File: src/rtl/mhd_err_monitor_if.sv
// -----------------------------------------------------------------------------
// mhd_err_monitor_if
//   Bundles the sample stream, run control and run statistics of the
//   MHD error-rate monitor.
//
//   Optional feature macro: MHD_TRACE_EN (adds the first-violation trace
//   signals below).
//
//   Signals (direction seen from the monitor, i.e. the slave modport):
//     start        in   run start pulse
//     num_samples  in   run length, sampled on start
//     in_valid     in   exact/approx sample present
//     in_ready     out  monitor accepts a sample this cycle
//     exact        in   golden output word
//     approx       in   approximate output word
//     busy         out  run in progress (RUN or DRAIN)
//     done         out  run finished, level until the next start
//     fail         out  done with at least one violating sample
//     err_count    out  number of samples with HD > MHD, saturating
//     max_hd       out  largest Hamming distance seen in the run
//     trace_*      out  first violating sample (MHD_TRACE_EN only)
// -----------------------------------------------------------------------------
interface mhd_err_monitor_if #(
   parameter int unsigned WIDTH = 9,
   parameter int unsigned CNT_W = 16,
   parameter int unsigned HW    = $clog2(WIDTH + 1)
);

   logic             start;
   logic [CNT_W-1:0] num_samples;
   logic             in_valid;
   logic             in_ready;
   logic [WIDTH-1:0] exact;
   logic [WIDTH-1:0] approx;
   logic             busy;
   logic             done;
   logic             fail;
   logic [CNT_W-1:0] err_count;
   logic [HW-1:0]    max_hd;
`ifdef MHD_TRACE_EN
   logic             trace_valid;
   logic [CNT_W-1:0] trace_idx;
   logic [WIDTH-1:0] trace_exact;
   logic [WIDTH-1:0] trace_approx;
`endif

   // Stimulus side (sample source and run controller).
   modport master (
      output start,
      output num_samples,
      output in_valid,
      output exact,
      output approx,
      input  in_ready,
      input  busy,
      input  done,
      input  fail,
      input  err_count,
      input  max_hd
`ifdef MHD_TRACE_EN
      ,
      input  trace_valid,
      input  trace_idx,
      input  trace_exact,
      input  trace_approx
`endif
   );

   // Monitor side.
   modport slave (
      input  start,
      input  num_samples,
      input  in_valid,
      input  exact,
      input  approx,
      output in_ready,
      output busy,
      output done,
      output fail,
      output err_count,
      output max_hd
`ifdef MHD_TRACE_EN
      ,
      output trace_valid,
      output trace_idx,
      output trace_exact,
      output trace_approx
`endif
   );

endinterface

File: src/rtl/mhd_err_monitor.sv
// -----------------------------------------------------------------------------
// mhd_err_monitor
//   Streaming error-rate monitor placed behind the exact and approximate
//   circuit outputs. Each accepted sample has its Hamming distance computed,
//   compared against the MHD bound, and folded into run statistics collected
//   over a programmed number of samples.
//
//   Optional feature macro: MHD_TRACE_EN
//     Defined  : the first violating sample of a run (index, exact, approx)
//                is captured on the trace_* signals of the interface.
//     Undefined: no trace signals or registers exist.
//
//   Ports:
//     clk     in   rising-edge clock
//     rst_n   in   asynchronous active-low reset; aborts any run in progress
//     io_mon  --   mhd_err_monitor_if.slave: run control, sample stream and
//                  run statistics (see the interface file for the list)
//
//   Pipeline:
//     S1  register hd = popcount(exact ^ approx) with a valid bit
//     S2  apply S1 to err_count / max_hd (and the trace) on the next edge
//   S2 has no holding register of its own: a sample leaves the pipeline on
//   the edge that applies it, so "pipeline empty" means S1 is empty.
// -----------------------------------------------------------------------------
module mhd_err_monitor #(
   parameter int unsigned WIDTH = 9,
   parameter int unsigned MHD   = 3,
   parameter int unsigned CNT_W = 16
) (
   input logic               clk,
   input logic               rst_n,
   mhd_err_monitor_if.slave  io_mon
);

   localparam int unsigned HW = $clog2(WIDTH + 1);

   typedef enum logic [1:0] {
      StIdle  = 2'd0,
      StRun   = 2'd1,
      StDrain = 2'd2,
      StDone  = 2'd3
   } state_e;

   // ---------------------------------------------------------------------------
   // Declarations
   // ---------------------------------------------------------------------------
   state_e           r_state;
   state_e           w_state_nxt;

   logic [CNT_W-1:0] r_num;
   logic [CNT_W-1:0] r_acc_cnt;
   logic [CNT_W-1:0] w_acc_inc;

   logic             w_start_ok;
   logic             w_accept;
   logic             w_last_accept;

   logic [WIDTH-1:0] w_diff;
   logic [HW-1:0]    w_hd;

   logic             r_s1_valid;
   logic [HW-1:0]    r_s1_hd;
   logic             w_s1_viol;

   logic [CNT_W-1:0] r_err_count;
   logic [HW-1:0]    r_max_hd;

   // ---------------------------------------------------------------------------
   // Handshake and run bookkeeping
   // ---------------------------------------------------------------------------
   // start only has an effect from IDLE or DONE; in RUN/DRAIN it is ignored.
   assign w_start_ok    = io_mon.start && ((r_state == StIdle) || (r_state == StDone));
   assign w_accept      = io_mon.in_valid && (r_state == StRun);
   assign w_acc_inc     = r_acc_cnt + CNT_W'(1);
   // The counter stops at num_samples, so it can never wrap.
   assign w_last_accept = w_accept && (w_acc_inc == r_num);

   // ---------------------------------------------------------------------------
   // Hamming distance of the incoming sample
   // ---------------------------------------------------------------------------
   assign w_diff = io_mon.exact ^ io_mon.approx;

   always_comb begin
      w_hd = '0;
      for (int i = 0; i < int'(WIDTH); i++) begin
         w_hd = w_hd + HW'(w_diff[i]);
      end
   end

   // Unsigned compare; hd == MHD is still within bound.
   assign w_s1_viol = (32'(r_s1_hd) > MHD);

   // ---------------------------------------------------------------------------
   // FSM
   // ---------------------------------------------------------------------------
   always_ff @(posedge clk or negedge rst_n) begin
      if (!rst_n) begin
         r_state <= StIdle;
      end else begin
         r_state <= w_state_nxt;
      end
   end

   always_comb begin
      w_state_nxt = r_state;
      case (r_state)
         StIdle, StDone: begin
            if (io_mon.start) begin
               // An empty run finishes immediately with clean statistics.
               w_state_nxt = (io_mon.num_samples == '0) ? StDone : StRun;
            end
         end
         StRun: begin
            if (w_last_accept) begin
               w_state_nxt = StDrain;
            end
         end
         StDrain: begin
            if (!r_s1_valid) begin
               w_state_nxt = StDone;
            end
         end
         default: begin
            w_state_nxt = StIdle;
         end
      endcase
   end

   // ---------------------------------------------------------------------------
   // Run length and accept counter
   // ---------------------------------------------------------------------------
   always_ff @(posedge clk or negedge rst_n) begin
      if (!rst_n) begin
         r_num     <= '0;
         r_acc_cnt <= '0;
      end else if (w_start_ok) begin
         r_num     <= io_mon.num_samples;
         r_acc_cnt <= '0;
      end else if (w_accept) begin
         r_acc_cnt <= w_acc_inc;
      end
   end

   // ---------------------------------------------------------------------------
   // S1: registered Hamming distance
   // ---------------------------------------------------------------------------
   always_ff @(posedge clk or negedge rst_n) begin
      if (!rst_n) begin
         r_s1_valid <= 1'b0;
         r_s1_hd    <= '0;
      end else begin
         r_s1_valid <= w_accept;
         if (w_accept) begin
            r_s1_hd <= w_hd;
         end
      end
   end

   // ---------------------------------------------------------------------------
   // S2: statistics update
   // ---------------------------------------------------------------------------
   // The pipeline is always empty in IDLE/DONE, so a clear on start can never
   // collide with a pending S1 sample.
   always_ff @(posedge clk or negedge rst_n) begin
      if (!rst_n) begin
         r_err_count <= '0;
         r_max_hd    <= '0;
      end else if (w_start_ok) begin
         r_err_count <= '0;
         r_max_hd    <= '0;
      end else if (r_s1_valid) begin
         if (w_s1_viol && (r_err_count != '1)) begin
            r_err_count <= r_err_count + CNT_W'(1);
         end
         if (r_s1_hd > r_max_hd) begin
            r_max_hd <= r_s1_hd;
         end
      end
   end

   // ---------------------------------------------------------------------------
   // Optional first-violation trace
   // ---------------------------------------------------------------------------
`ifdef MHD_TRACE_EN
   logic [CNT_W-1:0] r_s1_idx;
   logic [WIDTH-1:0] r_s1_exact;
   logic [WIDTH-1:0] r_s1_approx;

   logic             r_trc_valid;
   logic [CNT_W-1:0] r_trc_idx;
   logic [WIDTH-1:0] r_trc_exact;
   logic [WIDTH-1:0] r_trc_approx;

   // S1 carries the sample words and its 0-based accept index so that the
   // capture can happen alongside the statistics update in S2.
   always_ff @(posedge clk or negedge rst_n) begin
      if (!rst_n) begin
         r_s1_idx    <= '0;
         r_s1_exact  <= '0;
         r_s1_approx <= '0;
      end else if (w_accept) begin
         r_s1_idx    <= r_acc_cnt;
         r_s1_exact  <= io_mon.exact;
         r_s1_approx <= io_mon.approx;
      end
   end

   always_ff @(posedge clk or negedge rst_n) begin
      if (!rst_n) begin
         r_trc_valid  <= 1'b0;
         r_trc_idx    <= '0;
         r_trc_exact  <= '0;
         r_trc_approx <= '0;
      end else if (w_start_ok) begin
         r_trc_valid  <= 1'b0;
         r_trc_idx    <= '0;
         r_trc_exact  <= '0;
         r_trc_approx <= '0;
      end else if (r_s1_valid && w_s1_viol && !r_trc_valid) begin
         r_trc_valid  <= 1'b1;
         r_trc_idx    <= r_s1_idx;
         r_trc_exact  <= r_s1_exact;
         r_trc_approx <= r_s1_approx;
      end
   end

   assign io_mon.trace_valid  = r_trc_valid;
   assign io_mon.trace_idx    = r_trc_idx;
   assign io_mon.trace_exact  = r_trc_exact;
   assign io_mon.trace_approx = r_trc_approx;
`endif

   // ---------------------------------------------------------------------------
   // Outputs
   // ---------------------------------------------------------------------------
   assign io_mon.in_ready  = (r_state == StRun);
   assign io_mon.busy      = (r_state == StRun) || (r_state == StDrain);
   assign io_mon.done      = (r_state == StDone);
   assign io_mon.fail      = (r_state == StDone) && (r_err_count != '0);
   assign io_mon.err_count = r_err_count;
   assign io_mon.max_hd    = r_max_hd;

endmodule
File: src/flat_wrapper.sv
// flat-port wrapper written by rule: the top's interface ports become plain ports
module mhd_err_monitor_flat 
#(
   parameter int unsigned WIDTH = 9,
   parameter int unsigned MHD   = 3,
   parameter int unsigned CNT_W = 16
)
  (clk, rst_n, io_mon_start, io_mon_num_samples, io_mon_in_valid, io_mon_exact, io_mon_approx, io_mon_in_ready, io_mon_busy, io_mon_done, io_mon_fail, io_mon_err_count, io_mon_max_hd);
  mhd_err_monitor_if #(.WIDTH(WIDTH), .CNT_W(CNT_W)) io_mon_i ();
  input logic clk;
  input logic rst_n;
  input wire logic [$bits(io_mon_i.start)-1:0] io_mon_start;
  input wire logic [$bits(io_mon_i.num_samples)-1:0] io_mon_num_samples;
  input wire logic [$bits(io_mon_i.in_valid)-1:0] io_mon_in_valid;
  input wire logic [$bits(io_mon_i.exact)-1:0] io_mon_exact;
  input wire logic [$bits(io_mon_i.approx)-1:0] io_mon_approx;
  output wire logic [$bits(io_mon_i.in_ready)-1:0] io_mon_in_ready;
  output wire logic [$bits(io_mon_i.busy)-1:0] io_mon_busy;
  output wire logic [$bits(io_mon_i.done)-1:0] io_mon_done;
  output wire logic [$bits(io_mon_i.fail)-1:0] io_mon_fail;
  output wire logic [$bits(io_mon_i.err_count)-1:0] io_mon_err_count;
  output wire logic [$bits(io_mon_i.max_hd)-1:0] io_mon_max_hd;
  assign io_mon_i.start = io_mon_start;
  assign io_mon_i.num_samples = io_mon_num_samples;
  assign io_mon_i.in_valid = io_mon_in_valid;
  assign io_mon_i.exact = io_mon_exact;
  assign io_mon_i.approx = io_mon_approx;
  assign io_mon_in_ready = io_mon_i.in_ready;
  assign io_mon_busy = io_mon_i.busy;
  assign io_mon_done = io_mon_i.done;
  assign io_mon_fail = io_mon_i.fail;
  assign io_mon_err_count = io_mon_i.err_count;
  assign io_mon_max_hd = io_mon_i.max_hd;
  mhd_err_monitor #(.WIDTH(WIDTH), .MHD(MHD), .CNT_W(CNT_W)) u_core (.clk(clk), .rst_n(rst_n), .io_mon(io_mon_i));
endmodule
File: config.mk
export PLATFORM = sky130hd
export DESIGN_NAME = mhd_err_monitor_flat
export DESIGN_NICKNAME = d
export VERILOG_FILES = /design/src/rtl/mhd_err_monitor_if.sv /design/src/rtl/mhd_err_monitor.sv /design/src/flat_wrapper.sv
export SDC_FILE = /design/constraint.sdc
export NUM_CORES = 1
export LEC_CHECK = 0
export ABC_CLOCK_PERIOD_IN_PS = 4800
export BUFFER_PORTS_ARGS = -buffer_cell sky130_fd_sc_hd__buf_4
export CAP_MARGIN = 15
export CORE_MARGIN = 4
export CORE_UTILIZATION = 38
export DETAILED_ROUTE_END_ITERATION = 7
export PLACE_DENSITY_LB_ADDON = 0.12
export RECOVER_POWER = 50
export SYNTH_ARGS = -nofsm -noshare
export SYNTH_HDL_FRONTEND = slang
export SYNTH_SLANG_ARGS = --single-unit
File: constraint.sdc
create_clock -name clk -period 4.8 [get_ports clk]
set_clock_uncertainty 0.15 [all_clocks]
set_input_delay 0.48 -clock clk [delete_from_list [all_inputs] [get_ports clk]]
set_output_delay 0.48 -clock clk [all_outputs]
set_load 0.005 [all_outputs]
==> run_results.csv, run 1 <==
group,metric,value,unit
yosys,avgSynthCellArea,9.426,sq um
clock_network,clock_latency,0.33,ns
die,fp.coreArea,0.009819,sq mm
yosys,synth_fa_ha_area_frac,0.08154,
power_and_ir_drop,cellPowerDensity,430.9,mW/mm^2
timing,timing.slew.headroom,-1.099,
yosys,synth_compound_area_frac,0.08741,
drt,dr.pass1.iters,4,
finish,syn_to_final_growth,17.97,%
power_and_ir_drop,power,1950,uW
timing,fin_setup_tns,0,ns
drt,viasPerCell,5.288,
timing,fmax,293.5,MHz
setup_path,crit_required,4.89,ns
clock_network,cts_tree,"built",
drt,num_vias,3141,
clock_network,numCtsBuffers,9,
setup_path,crit_path_end_kind,"flip-flop",
yosys,synthMuxAreaShare,0.04958,
power_and_ir_drop,vdd_drop_max,270.7,uV
finish,final_cell_mix,"59 x dfrtp_1, 48 x buf_4, 44 x nor2_1",
worst_hold_path,hold_path.class,"input port to flip-flop",
timing,finalMaxSlewViolations,60,
setup_path,crit_family,"adder cells",
yosys,yosys_warnings,0,
timing,finalCriticalPeriod,3.408,ns
timing,rsz0062_at_grt,"no",
finish,fin_nets,520,
die,die_h,108.5,um
place,place_area,0.004378,sq mm
clock_network,clockRootBuffer,"clkbuf_8",
yosys,ys_types,53,
grt,track_usage,0.1613,
grt,antenna_found_initial,0,
grt,grt_max_degree,60,
setup_path,cp_cell_sequence,"buf_4, xor2_1, ha_1, inv_1, fa_1, fa_1, fa_1, inv_1, ha_1, inv_1, fa_1, xor2_1, o21ai_0",
place,port_buffers,61,
yosys,synth.largest_area_cell,"dfrtp_1",
clock_network,htree_levels,3,
setup_path,crit_type,"input port to flip-flop",
clock_network,post-cts-setup-buffers,0,
die,die_w,108.5,um
die,ios,62,
setup_path,cpMaxStageDelayCell,"fa_1",
place,place.gp.congestion,0.8814,
yosys,synth_edf_count,0,
finish,multi_input_area,0.002180,sq mm
die,die_area,0.01177,sq mm
yosys,ys_seq_elements,59,
setup_path,rrSetupSlack,1.62,ns
setup_path,critPathLaunchType,"input port",
yosys,yosysSeqAreaShare,0.3849,
finish,design_area,0.004526,sq mm
finish,finalNonFillerCells,594,
setup_path,critPathMaxStageDelay,0.51,ns
finish,final_common_cell,"dfrtp_1",
finish,final_layout_size_suffix_gt1_frac,0.2039,
status,violations,"max-capacitance violations, max-slew violations",
yosys,ys.flop_type,"dfrtp_1",
setup_path,cp_num_buf_inv,4,
setup_path,crit_path_frequent_cell,"fa_1",
finish,diodes,0,
power_and_ir_drop,p_leak,0.002019,uW
setup_path,path_max_fanout,2,
yosys,synthTopCellsByArea,"dfrtp_1 38%, xnor2_1 6.4%, xor2_1 6.4%, ha_1 5.5%, mux2_2 4.7%",
yosys,netlist_instances,407,
drt,postRouteAntennaNets,0,
clock_network,clk_pin_slew,0.06,ns
yosys,synth_nets,467,
yosys,synth_xor_area_frac,0.1279,
clock_network,ctsHoldBuffers,0,
drt,wirelength,8.965,mm
drt,wire_per_inst,15.09,um
timing,tightest_slew,3.148,ns
grt,grt_pass1_vias,3087,
finish,seq_area,0.001476,sq mm
yosys,synth_top_area_share,0.3849,
die,num_rows,36,
drt,drt_iter0_drc,147,
place,dp.cells,582,
run,cap_violations,1,
yosys,synth_top_family_by_area,"simple AND/OR/NAND/NOR gates",
setup_path,arrival,3.50,ns
die,start_util,0.3907,
clock_network,cts_buffer_depth,2,
yosys,async_reset_ff_frac,1.000,
drt,drcViolationCount,0,
clock_network,cts_resized,0,
timing,finalCritPeriodShare,0.7099,
finish,fin_util,0.4609,
grt,overflow,0,
clock_network,cts.sinks,59,
place,hpwl,6.527,mm
timing,hold_viol_final,0,
timing,setup_viol,0,
yosys,synth-simple-area-share,0.2215,
finish,fillers,995,
grt,grt_pass1_wl,15.15,mm
status,outcome,"complete, but fails checks",
yosys,syn_area,0.003836,sq mm
[synthesized netlist by cell type (7+ instances only)]
cell       n
nor2_1    44
xor2_1    28
xnor2_1   28
ha_1      17
buf_2      7
mux2_2    16
nand3_1   19
inv_1     26
nor4_1    13
nand4_1   11
clkbuf_1  10
dfrtp_1   59
nand2_1   23
and4_1     7
o21ai_0   13
and3_1    12
a21oi_1   11
[metal layers]
metal | global-route usage | wire, um | vias up | share of wire
li1 | - | - | 1536 | -
met1 | 0.2237 | 4178 | 1516 | 0.47
met2 | 0.2555 | 4250 | 79 | 0.47
met3 | 0.02866 | 451 | 10 | 0.050
met4 | 0.05140 | 85 | 0 | 0.0095
met5 | 0 | 0 | - | 0
[final cells by class]
| type | count | area share |
|---|---|---|
| multi-input cells | 303 | 0.4816 |
| flip-flops and latches | 59 | 0.3262 |
| repair buffers | 61 | 0.09953 |
| well taps | 133 | 0.03677 |
| clock buffers | 12 | 0.03428 |
| inverters | 26 | 0.02156 |
[worst paths after layout]
kind / from / end / cells after the start
setup / recovery: io_mon_approx[0] / u_core.r_s1_hd[2]$_DFFE_PN0P_ / 13
hold / removal: io_mon_num_samples[14] / u_core.r_num[14]$_DFFE_PN0P_ / 3
setup reg to reg: u_core.r_acc_cnt[0]$_DFFE_PN0P_ / u_core.r_state[0]$_DFFE_PN0P_ / 7
hold reg to reg: u_core.r_num[15]$_DFFE_PN0P_ / u_core.r_num[15]$_DFFE_PN0P_ / 1
max in group asynchronous: rst_n / u_core.r_num[14]$_DFFE_PN0P_ / 1
min in group asynchronous: rst_n / u_core.io_mon.err_count[10]$_DFFE_PN0P_ / 1
[where the power goes]
group,switching (uW),leakage [uW],internal [uW]
Clock,181,0.0000803,204
Combinational,419,0.00116,396
Sequential,127,0.000775,623
Total,727,0.00202,1220
[sequential cells by signal, indices dropped and copies added (netlist names)]
signal / flops
u_core.r_s1_valid: 1
u_core.io_mon.err_count: 16
u_core.r_num: 16
u_core.r_acc_cnt: 16
u_core.io_mon.max_hd: 4
u_core.r_state: 2
u_core.r_s1_hd: 4
[cell families after synthesis]
kind of cell	count (synthesis)
XOR/XNOR	56
adder cells (fa/ha/maj)	22
AO/OA/AOI/OAI	50
AND/OR/NAND/NOR	158
flip-flops	59
buffers and inverters	45
multiplexers	17
[worst register-to-register path, cell delays in order, from the launching register on]
cell,delay (ns)
dfrtp_1,0.49
ha_1,0.38
nand4_2,0.20
or4_1,0.57
a311oi_1,0.32
nand4_1,0.21
or4_4,0.56
a211oi_1,0.22
[metrics by stage]
step                      setup slack, ns  hold WS, ns
after floorplan                     1.273      0.03441
after global placement              1.081       0.3590
after detailed placement            1.035       0.3668
after CTS                           1.375      0.08830
after global routing               0.9636       0.2249
final                               1.392       0.2327
Note: power is estimated with default switching activity, not from simulation.
==> run 2: changes to the inputs <==
--- a/config.mk
+++ b/config.mk
@@ -5,7 +5,8 @@
 export SDC_FILE = /design/constraint.sdc
 export NUM_CORES = 1
 export LEC_CHECK = 0
-export ABC_CLOCK_PERIOD_IN_PS = 4800
+export ABC_AREA = 1
+export ABC_CLOCK_PERIOD_IN_PS = 2950
 export BUFFER_PORTS_ARGS = -buffer_cell sky130_fd_sc_hd__buf_4
 export CAP_MARGIN = 15
 export CORE_MARGIN = 4
==> constraint.sdc (replaced) <==
create_clock -name clk -period 2.95 [get_ports clk]
set_clock_uncertainty 0.15 [all_clocks]
set_input_delay 0.295 -clock clk [delete_from_list [all_inputs] [get_ports clk]]
set_output_delay 0.295 -clock clk [all_outputs]
set_load 0.005 [all_outputs]
==> run_results.csv, run 2 <==
group,metric,value,unit
yosys,netlist_instances,517,
timing,finalMaxSlewViolations,60,
yosys,synth_most_common_cell,"nand2_1",
setup_path,crit_type,"input port to flip-flop",
drt,viasPerCell,4.976,
die,die_w,109.8,um
power_and_ir_drop,cellPowerDensity,749.1,mW/mm^2
grt,grt_pass1_vias,3479,
setup_path,cp.depth,12,
yosys,ys_seq_elements,59,
place,hpwl,7.275,mm
setup_path,cp_cell_sequence,"buf_4, xor2_1, ha_1, inv_2, fa_1, fa_1, fa_1, inv_1, ha_2, inv_2, fa_2, o21ai_2",
setup_path,arrival,3.09,ns
grt,overflow,0,
timing,finalCritPeriodShare,1.030,
setup_path,cp_num_buf_inv,4,
finish,diodes,0,
timing,finalCriticalPeriod,3.038,ns
setup_path,reg2regPathDepth,13,
place,place_area,0.004544,sq mm
clock_network,numCtsBuffers,9,
die,start_util,0.3959,
finish,final_cell_mix,"118 x nand2_1, 79 x inv_1, 59 x dfrtp_1",
drt,wirelength,9.823,mm
yosys,synth_compound_area_frac,0.1048,
finish,syn_to_final_growth,21.52,%
setup_path,path_max_fanout,2,
drt,num_vias,3598,
die,fp.coreArea,0.009955,sq mm
grt,grt_use_met3,0.03934,
yosys,yosysSeqAreaShare,0.3746,
clock_network,clk_pin_slew,0.08,ns
timing,hold_viol_final,0,
finish,design_area,0.004790,sq mm
finish,fin_util,0.4811,
yosys,synth_xor_area_frac,0.04349,
clock_network,clockRootBuffer,"clkbuf_8",
timing,fin_hold_ws,0.08692,ns
status,violations,"max-capacitance violations, max-slew violations, negative setup slack",
timing,timing.slew.headroom,-0.04413,
finish,final_layout_size_suffix_gt1_frac,0.1881,
place,place.gp.congestion,0.8065,
finish,fillers,980,
grt,use_met1,0.2285,
grt,grt_max_degree,60,
yosys,synth-simple-area-share,0.3051,
setup_path,setup.worst_path.start,"io_mon_exact[1]",
timing,setup_slack,-0.08819,ns
status,outcome,"complete, but fails checks",
yosys,synth_fa_ha_area_frac,0.07937,
die,ios,62,
yosys,synth_nets,577,
die,die_h,109.8,um
yosys,ys.flop_type,"dfrtp_1",
setup_path,critPathMaxStageDelay,0.52,ns
yosys,synth_top_area_share,0.3746,
yosys,synth_edf_count,0,
yosys,synthTopCellsByCount,"118 x nand2_1, 81 x inv_1, 59 x dfrtp_1",
yosys,avgSynthCellArea,7.623,sq um
timing,setup_viol,3,
place,port_buffers,61,
clock_network,cts_tree,"built",
place,dp.cells,705,
worst_hold_path,hold_path_depth,3,
yosys,synth.largest_area_cell,"dfrtp_1",
drt,wire_per_inst,13.59,um
setup_path,rr_startpoint,"u_core.r_state[1]$_DFFE_PN0P_",
clock_network,clock_latency,0.34,ns
clock_network,htree_levels,3,
power_and_ir_drop,p_leak,0.002416,uW
setup_path,critPathLaunchType,"input port",
clock_network,cts_buffer_depth,2,
setup_path,crit_family,"adder cells",
run,cap_violations,1,
drt,postRouteAntennaNets,0,
die,num_rows,36,
setup_path,crit_required,3.00,ns
yosys,yosys_warnings,0,
finish,finalNonFillerCells,723,
grt,top_usage_layer,"met2",
yosys,ys_types,41,
timing,tightest_slew,1.566,ns
yosys,synth_top_family_by_area,"simple AND/OR/NAND/NOR gates",
grt,grt_pass1_wl,16.63,mm
timing,fmax,329.1,MHz
yosys,async_reset_ff_frac,1.000,
setup_path,r2r_end,"u_core.r_state[1]$_DFFE_PN0P_",
drt,drt_iter0_drc,195,
grt,track_usage,0.1743,
yosys,synthMuxAreaShare,0,
timing,rsz0062_at_grt,"yes",
power_and_ir_drop,vdd_drop_max,412.3,uV
setup_path,crit_path_frequent_cell,"fa_1",
worst_hold_path,hold_path.class,"input port to flip-flop",
setup_path,endpoint,"u_core.r_s1_hd[1]$_DFFE_PN0P_",
drt,dr.pass1.iters,4,
setup_path,crit_path_end_kind,"flip-flop",
grt,grt_use_met2,0.2968,
setup_path,cpMaxStageDelayCell,"fa_2",
finish,final_common_cell,"nand2_1",
die,die_area,0.01206,sq mm
clock_network,cts.sinks,59,
drt,drcViolationCount,0,
grt,antenna_found_initial,0,
setup_path,rrSetupSlack,0.59,ns
yosys,syn_area,0.003941,sq mm
finish,fin_nets,645,
yosys,synthTopCellsByArea,"dfrtp_1 37%, nand2_1 11%, inv_1 7.7%, nand3_1 7.0%, ha_1 5.4%",
==> run 2: changes by cell type after synthesis, moves of 18 or more <==
cell	change
nand3_1	+36
nand2_1	+95
xnor2_1	-21
o21ai_0	+26
inv_1	+55
xor2_1	-18
==> run 2: per-layer routing <==
layer	vias up	share of wire
met2	62	0.51
met5	-	0
li1	1832	-
met3	6	0.036
met1	1698	0.45
met4	0	0.0073
==> run 2: timing repair <==
action | 4_1_cts | 5_1_grt
cloned | 0 | 0
pin swaps | 0 | 0
hold endpoints to repair | 59 | 0
endpoints found under the setup margin | 2 | 3
hold buffers | 1 | 0
resized for setup | 6 | 3
setup buffers | 1 | 0
==> run 2: final cells by class <==
type	count	area [sq um]	share of cell area
Sequential cell	59	1476	0.3083
Clock inverter	6	80.08	0.01672
Multi-Input combinational cell	365	2113	0.4412
Tap cell	133	166.4	0.03474
Clock buffer	10	127.6	0.02665
Inverter	83	311.5	0.06505
Timing Repair Buffer	67	514.2	0.1074
==> run 2: worst min-delay path, delay by kind of cell <==
family | cells | cell delay, ns
buffers and inverters | 2 | 0.17
AO/OA/AOI/OAI | 1 | 0.07
==> run 2: cell families (layout without fill, tap and decap cells) <==
| family | Yosys count | count (layout) |
|---|---|---|
| DFF | 59 | 59 |
| AOI/OAI and AO/OA | 72 | 72 |
| xor gates and xnor gates | 18 | 18 |
| buffers and inverters | 93 | 166 |
| adders and majority gates | 22 | 22 |
| and+or+nand+nor | 253 | 253 |
==> run 2: how the worst min path moves through the flow <==
stage                                      from                                     end  slack, ns
after floorplan                           rst_n  u_core.io_mon.err_count[0]$_DFFE_PN0P_      -0.15
after global placement                    rst_n         u_core.r_acc_cnt[4]$_DFFE_PN0P_       0.29
after detailed placement                  rst_n         u_core.r_acc_cnt[4]$_DFFE_PN0P_       0.29
after CTS                 io_mon_num_samples[9]             u_core.r_num[9]$_DFFE_PN0P_       0.07
after global routing      io_mon_num_samples[4]             u_core.r_num[4]$_DFFE_PN0P_       0.08
final                     io_mon_num_samples[9]             u_core.r_num[9]$_DFFE_PN0P_       0.09
==> run 2: per-stage QoR <==
step	power, uW	worst slack [ns]	setup TNS [ns]
2_1_floorplan	2285	-0.2257	-0.5133
3_3_place_gp	2750	-0.4180	-1.177
3_5_place_dp	2787	-0.4655	-1.337
4_1_cts	3630	-0.08243	-0.1930
5_1_grt	3930	-0.1444	-0.3616
6_report	3588	-0.08819	-0.1702
==> run 2: power breakdown <==
group	leakage [uW]	internal (uW)	total, uW	switching, uW
clock	0.000110	470	806	336
sequential	0.000780	1030	1240	209
combinational	0.00153	629	1540	912
